### src/rtl/ecall_pkg.sv
// rtl/ecall_pkg.sv - shared ecall codes, FSM state type and LED indices
package ecall_pkg;

    localparam logic [31:0] ECALL_PRINT_INT = 32'd1;
    localparam logic [31:0] ECALL_READ_INT  = 32'd5;
    localparam logic [31:0] ECALL_EXIT      = 32'd10;

    typedef enum logic [1:0] {
        ST_IDLE       = 2'd0,
        ST_WAIT_INPUT = 2'd1,
        ST_RESPOND    = 2'd2,
        ST_HALT       = 2'd3
    } state_e;

    localparam int LED_HALT  = 0;
    localparam int LED_PRINT = 2;
    localparam int LED_WAIT  = 7;

endpackage

### src/rtl/ecall_io_ctrl_if.sv
// rtl/ecall_io_ctrl_if.sv - core/board signal bundle for the ecall I/O responder
interface ecall_io_ctrl_if #(
    parameter int SW_WIDTH = 16
);
    logic                ecall_valid;
    logic [31:0]         ecall_code;
    logic [31:0]         a0_in;
    logic [SW_WIDTH-1:0] sw_in;
    logic                confirm_btn;
    logic                stall;
    logic                rd_valid;
    logic [31:0]         rd_data;
    logic [31:0]         disp_value;
    logic                disp_valid;
    logic [7:0]          led_out;
    logic                halted;

    modport master (
        output ecall_valid, ecall_code, a0_in, sw_in, confirm_btn,
        input  stall, rd_valid, rd_data, disp_value, disp_valid, led_out, halted
    );

    modport slave (
        input  ecall_valid, ecall_code, a0_in, sw_in, confirm_btn,
        output stall, rd_valid, rd_data, disp_value, disp_valid, led_out, halted
    );
endinterface

### src/rtl/ecall_io_ctrl_btn_debounce.sv
// rtl/ecall_io_ctrl_btn_debounce.sv - button debouncer with one-cycle press pulse
module btn_debounce #(
    parameter int DEBOUNCE_CYCLES = 1000000
) (
    input  logic clk,
    input  logic reset,
    input  logic btn_i,
    output logic btn_db_o,
    output logic press_o
);
    localparam int CW = (DEBOUNCE_CYCLES > 1) ? $clog2(DEBOUNCE_CYCLES) : 1;

    logic [CW-1:0] cnt_q, cnt_d;
    logic          btn_db_q, btn_db_d;
    logic          press_q, press_d;

    always_comb begin
        cnt_d    = '0;
        btn_db_d = btn_db_q;
        press_d  = 1'b0;
        if (btn_i != btn_db_q) begin
            if (cnt_q == CW'(DEBOUNCE_CYCLES - 1)) begin
                btn_db_d = btn_i;
                // the pulse lines up with the cycle btn_db first reads 1
                press_d  = btn_i;
            end else begin
                cnt_d = cnt_q + 1'b1;
            end
        end
    end

    always_ff @(posedge clk) begin
        if (reset) begin
            cnt_q    <= '0;
            btn_db_q <= 1'b0;
            press_q  <= 1'b0;
        end else begin
            cnt_q    <= cnt_d;
            btn_db_q <= btn_db_d;
            press_q  <= press_d;
        end
    end

    assign btn_db_o = btn_db_q;
    assign press_o  = press_q;
endmodule

### src/rtl/ecall_io_ctrl.sv
// rtl/ecall_io_ctrl.sv - ecall print/read/exit responder; SW_SIGN_EXT_EN selects sign-extended reads
module ecall_io_ctrl
    import ecall_pkg::*;
#(
    parameter int DEBOUNCE_CYCLES = 1000000,
    parameter int SW_WIDTH        = 16
) (
    input logic            clk,
    input logic            reset,
    ecall_io_ctrl_if.slave bus
);
    state_e      state_q, state_d;
    logic [31:0] rd_data_q, disp_value_q;
    logic        disp_valid_q, led_print_q;
    logic        press, btn_db;
    logic        stall, rd_valid, latch_rd, do_print;
    logic [31:0] sw_ext;
    logic [7:0]  led;

    btn_debounce #(.DEBOUNCE_CYCLES(DEBOUNCE_CYCLES)) u_debounce (
        .clk      (clk),
        .reset    (reset),
        .btn_i    (bus.confirm_btn),
        .btn_db_o (btn_db),
        .press_o  (press)
    );

`ifdef SW_SIGN_EXT_EN
    assign sw_ext = 32'($signed(bus.sw_in));
`else
    assign sw_ext = 32'(bus.sw_in);
`endif

    always_comb begin
        state_d  = state_q;
        stall    = 1'b0;
        rd_valid = 1'b0;
        latch_rd = 1'b0;
        do_print = 1'b0;
        case (state_q)
            ST_IDLE: begin
                if (bus.ecall_valid) begin
                    if (bus.ecall_code == ECALL_PRINT_INT) begin
                        do_print = 1'b1;
                    end else if (bus.ecall_code == ECALL_READ_INT) begin
                        // stall in the request cycle so the PC cannot advance past the read
                        stall   = 1'b1;
                        state_d = ST_WAIT_INPUT;
                    end else if (bus.ecall_code == ECALL_EXIT) begin
                        state_d = ST_HALT;
                    end
                end
            end
            ST_WAIT_INPUT: begin
                stall = 1'b1;
                if (press) begin
                    latch_rd = 1'b1;
                    state_d  = ST_RESPOND;
                end
            end
            ST_RESPOND: begin
                rd_valid = 1'b1;
                state_d  = ST_IDLE;
            end
            ST_HALT: begin
                stall = 1'b1;
            end
            default: state_d = ST_IDLE;
        endcase
    end

    always_ff @(posedge clk) begin
        if (reset) begin
            state_q      <= ST_IDLE;
            rd_data_q    <= '0;
            disp_value_q <= '0;
            disp_valid_q <= 1'b0;
            led_print_q  <= 1'b0;
        end else begin
            state_q <= state_d;
            if (latch_rd) begin
                rd_data_q <= sw_ext;
            end
            if (do_print) begin
                disp_value_q <= bus.a0_in;
                disp_valid_q <= 1'b1;
                led_print_q  <= ~led_print_q;
            end
        end
    end

    always_comb begin
        led            = 8'h00;
        led[LED_HALT]  = (state_q == ST_HALT);
        led[LED_PRINT] = led_print_q;
        led[LED_WAIT]  = (state_q == ST_WAIT_INPUT);
    end

    assign bus.stall      = stall;
    assign bus.rd_valid   = rd_valid;
    assign bus.rd_data    = rd_data_q;
    assign bus.disp_value = disp_value_q;
    assign bus.disp_valid = disp_valid_q;
    assign bus.led_out    = led;
    assign bus.halted     = (state_q == ST_HALT);

    logic unused_btn_db;
    assign unused_btn_db = btn_db;
endmodule
### src/flat_wrapper.sv
// flat-port wrapper written by rule: the top's interface ports become plain ports
module ecall_io_ctrl_flat import ecall_pkg::*;
#(
    parameter int DEBOUNCE_CYCLES = 1000000,
    parameter int SW_WIDTH        = 16
)
  (clk, reset, bus_ecall_valid, bus_ecall_code, bus_a0_in, bus_sw_in, bus_confirm_btn, bus_stall, bus_rd_valid, bus_rd_data, bus_disp_value, bus_disp_valid, bus_led_out, bus_halted);
  ecall_io_ctrl_if #(.SW_WIDTH(SW_WIDTH)) bus_i ();
  input logic clk;
  input logic reset;
  input wire logic [$bits(bus_i.ecall_valid)-1:0] bus_ecall_valid;
  input wire logic [$bits(bus_i.ecall_code)-1:0] bus_ecall_code;
  input wire logic [$bits(bus_i.a0_in)-1:0] bus_a0_in;
  input wire logic [$bits(bus_i.sw_in)-1:0] bus_sw_in;
  input wire logic [$bits(bus_i.confirm_btn)-1:0] bus_confirm_btn;
  output wire logic [$bits(bus_i.stall)-1:0] bus_stall;
  output wire logic [$bits(bus_i.rd_valid)-1:0] bus_rd_valid;
  output wire logic [$bits(bus_i.rd_data)-1:0] bus_rd_data;
  output wire logic [$bits(bus_i.disp_value)-1:0] bus_disp_value;
  output wire logic [$bits(bus_i.disp_valid)-1:0] bus_disp_valid;
  output wire logic [$bits(bus_i.led_out)-1:0] bus_led_out;
  output wire logic [$bits(bus_i.halted)-1:0] bus_halted;
  assign bus_i.ecall_valid = bus_ecall_valid;
  assign bus_i.ecall_code = bus_ecall_code;
  assign bus_i.a0_in = bus_a0_in;
  assign bus_i.sw_in = bus_sw_in;
  assign bus_i.confirm_btn = bus_confirm_btn;
  assign bus_stall = bus_i.stall;
  assign bus_rd_valid = bus_i.rd_valid;
  assign bus_rd_data = bus_i.rd_data;
  assign bus_disp_value = bus_i.disp_value;
  assign bus_disp_valid = bus_i.disp_valid;
  assign bus_led_out = bus_i.led_out;
  assign bus_halted = bus_i.halted;
  ecall_io_ctrl #(.DEBOUNCE_CYCLES(DEBOUNCE_CYCLES), .SW_WIDTH(SW_WIDTH)) u_core (.clk(clk), .reset(reset), .bus(bus_i));
endmodule
### config.mk
export PLATFORM = sky130hd
export DESIGN_NAME = ecall_io_ctrl_flat
export DESIGN_NICKNAME = d
export VERILOG_FILES = /design/src/rtl/ecall_pkg.sv /design/src/rtl/ecall_io_ctrl_if.sv /design/src/rtl/ecall_io_ctrl_btn_debounce.sv /design/src/rtl/ecall_io_ctrl.sv /design/src/flat_wrapper.sv
export SDC_FILE = /design/constraint.sdc
export NUM_CORES = 1
export LEC_CHECK = 0
export CAP_MARGIN = 20
export CORE_UTILIZATION = 41
export CTS_BUF_LIST = sky130_fd_sc_hd__clkbuf_8
export DETAILED_ROUTE_END_ITERATION = 8
export PLACE_DENSITY = 0.82
export SKIP_CTS_REPAIR_TIMING = 1
export SLEW_MARGIN = 20
export SYNTH_ARGS = -nofsm -noshare
export SYNTH_HDL_FRONTEND = slang
export SYNTH_SLANG_ARGS = --single-unit
### constraint.sdc
create_clock -name clk -period 2.2 [get_ports clk]
set_clock_uncertainty 0.2 [all_clocks]
set_input_delay 0.33 -clock clk [delete_from_list [all_inputs] [get_ports clk]]
set_output_delay 0.33 -clock clk [all_outputs]
set_load 0.05 [all_outputs]
==> reports/metrics.yaml <==
logic_synthesis:
  synth_compound_area_share_pct: 3.65
  yosys_warnings: 0
  synth-simple-area-share_pct: 21.4
  synth_top_family_by_area: "simple AND/OR/NAND/NOR gates"
  synthAdderAreaFrac_pct: 1.96
  syn_avg_cell_area_um2: 9.18
  synth.distinct_cells: 35
  synth-edff-count: 0
  synth_area_um2: 3180
  syn_inst: 347
  synthMuxAreaShare_pct: 11.1
  synth-main-ff-cell: "dfxtp_1"
  synth_seq_cells: 74
  seq_area_frac_synth_pct: 46.5
  synth_xor_area_share_pct: 5.50
  ys_async_sr_fraction_pct: 0
floorplanning:
  start_util_pct: 43.2
  rows: 31
  dieArea_um2: 8120
  core_area_um2: 7370
  ios: 160
  die_height_um: 90.1
  dieWidth_um: 90.1
critical_path:
  start_kind: "input pin"
  worst_ep_arrival_time_ns: 1.72
  ff2ff_path_depth: 7
  critPathKind: "in -> out"
  path_cells: "dlymetal6s2s_1 -> nor4_2 -> nand4_1 -> nor3_2 -> a311oi_2 -> nor2_2 -> buf_12"
  path_max_fanout: 3
  critPathMaxStageDelay_ns: 0.28
  critPathRequiredTime_ns: 1.67
  endpoint_kind: "primary output"
  cp_slowest_cell: "nor4_2"
global_routing:
  antenna_found_initial: 0
  grt_first_pass_wirelength_mm: 12.1
  grt_pass1_vias: 2624
  overflow: 0
  grt_usage_pct: 18.4
  grt_max_degree: 35
timing:
  drv_slew: 0
  period_share_pct: 102
  max_slew_margin_pct: 62.3
  hold_viol: 0
  worst_slack_ns: -0.0541
  setup_viol: 1
  tns_ns: -0.0541
  fmax_mhz: 444
  worst_pin_slew_ns: 0.566
  post-route-min-period_ns: 2.25
routing:
  drc: 0
  firstDrtPassIters: 4
  drt-wirelength-per-cell_um: 13.3
  ant_nets: 0
  vias: 2780
  first_iter_violations: 65
  drt_wl_total_mm: 7.88
  vias_per_cell: 4.67
power_and_ir_drop:
  p_sw_uw: 625
  clkPwrFrac_pct: 40.9
  power.combinational.fraction_pct: 10.1
  p_leak_uw: 0.00205
  p_int_uw: 2120
  netSwitchingFraction_pct: 22.8
  seq_power_share_pct: 49.0
  power_per_cell_area_nw_per_um2: 552
  peakVddDrop_mv: 0.304
finish:
  stdcell_count: 595
  fillers: 572
  nets: 580
  fin_util_pct: 67.3
  n_antenna_cell: 0
  drive_above_1_share_pct: 9.88
  syn2layout_area_growth_pct: 55.8
outcome:
  status: "complete, but fails checks"
  failed_checks: "setup timing"
min_path:
  hold_path.class: "in -> reg"
  min_path_cells: 4
clocking:
  worstSkewPairLatency_ns: 0.34
  clockBufferDepth: 2
  cts_root_buffer: "clkbuf_8"
  htreeDepth: 3
  cts_tree: "built"
  cts_sinks: 74
  cts_made_buffers: 9
  clkSlewWorstSetupHoldPaths_ns: 0.07
placement:
  place_inst: 576
  dpl.hpwl_mm: 5.57
  place_ws_ns: -0.423
  gp_congestion: 0.818
  io_buffers: 138
job:
  cap_violations: 0
## worst paths after layout
check	start	to	slack [ns]
worst max-delay path	bus_ecall_code[25]	bus_stall	-0.05
worst min-delay path	reset	u_core.u_debounce.cnt_q[9]	0.26
worst max register to register	u_core.state_q[0]	u_core.bus.disp_value[3]	0.20
worst min register to register	u_core.bus.rd_data[6]	u_core.bus.rd_data[6]	0.26
## cells by family after synthesis
family                     count (synthesis)
and+or+nand+nor                          147
DFF                                       74
buffers and inverters                     44
muxes                                     35
AOI/OAI and AO/OA                         21
xor gates and xnor gates                  20
adders and majority gates                  5
other                                      1
## power by group through the flow
stage          clock network [uW]  registers, uW  logic [uW]
2_1_floorplan                   0           1370         138
3_3_place_gp                    0           1370         271
3_5_place_dp                    0           1370         274
4_1_cts                      1160           1340         276
5_1_grt                      1220           1340         292
6_report                     1120           1340         277
## cells in the mapped netlist, types with 2 or more instances
library cell / n / area [um2]
a21o_1: 2 / 15.0
a21oi_1: 16 / 80.1
and3_1: 4 / 25.0
and4_1: 3 / 26.3
buf_12: 3 / 60.1
buf_2: 2 / 10.0
buf_4: 23 / 173
clkbuf_1: 9 / 33.8
dfxtp_1: 74 / 1480
ha_1: 5 / 62.6
inv_1: 6 / 22.5
mux2_2: 2 / 22.5
mux2i_1: 33 / 330
nand2_1: 39 / 146
nand3_1: 6 / 30.0
nand4_1: 8 / 50.1
nor2_1: 65 / 244
nor3_1: 5 / 25.0
nor4_1: 6 / 37.5
nor4_2: 3 / 37.5
xnor2_1: 7 / 61.3
xor2_1: 13 / 114
## metrics by stage
stage | hold WS, ns | total power [uW] | area [um2]
after floorplan | 0.230 | 1510 | 3260
after global placement | 0.241 | 1640 | 4580
after detailed placement | 0.248 | 1650 | 4580
after CTS | 0.240 | 2770 | 4800
after global routing | 0.273 | 2850 | 4960
final | 0.257 | 2740 | 4960
## layer usage
metal | up-vias | track usage [%] | wire (um)
met5 | - | 0 | 0
met4 | 0 | 7.12 | 192
met3 | 19 | 4.31 | 356
met2 | 88 | 32.3 | 4100
met1 | 1275 | 21.5 | 3240
li1 | 1398 | - | -
## layout make-up
| cell class | instances | area [um2] | share of cell area (%) |
|---|---|---|---|
| flip-flops and latches | 74 | 1480 | 29.9 |
| clock buffers | 9 | 124 | 2.50 |
| clock inverters | 7 | 93.8 | 1.89 |
| well taps | 99 | 124 | 2.50 |
| inverters | 6 | 22.5 | 0.454 |
| multi-input cells | 249 | 1540 | 31.0 |
| repair buffers | 151 | 1580 | 31.8 |
## cells in the final DEF (no fill, tap or decap), types with 3 or more instances in the layout
cell type	instances
xnor2_1	7
buf_12	3
nor3_1	4
and4_1	3
nand4_1	8
dlymetal6s2s_1	31
a21oi_1	16
conb_1	21
and3_1	3
nand2_1	39
nor4_2	5
buf_4	15
mux2i_1	33
ha_1	5
clkbuf_8	9
inv_1	7
nor2_1	64
xor2_1	13
nand3_1	6
dfxtp_1	74
clkdlybuf4s50_1	101
## sequential cells by signal, indices dropped and copies added (netlist names)
signal and flops:
u_core.u_debounce.btn_db_o 1, u_core.led_print_q 1, u_core.bus.disp_valid 1, u_core.bus.rd_data 16
u_core.bus.disp_value 32, u_core.u_debounce.cnt_q 20, u_core.state_q 2, u_core.u_debounce.press_o 1
## critical path, delay by kind of cell
family | cells | cell delay (ns)
and+or+nand+nor | 4 | 0.97
AOI/OAI and AO/OA | 1 | 0.15
buffers and inverters | 2 | 0.28
No activity file was read; power rests on OpenSTA's default activity.
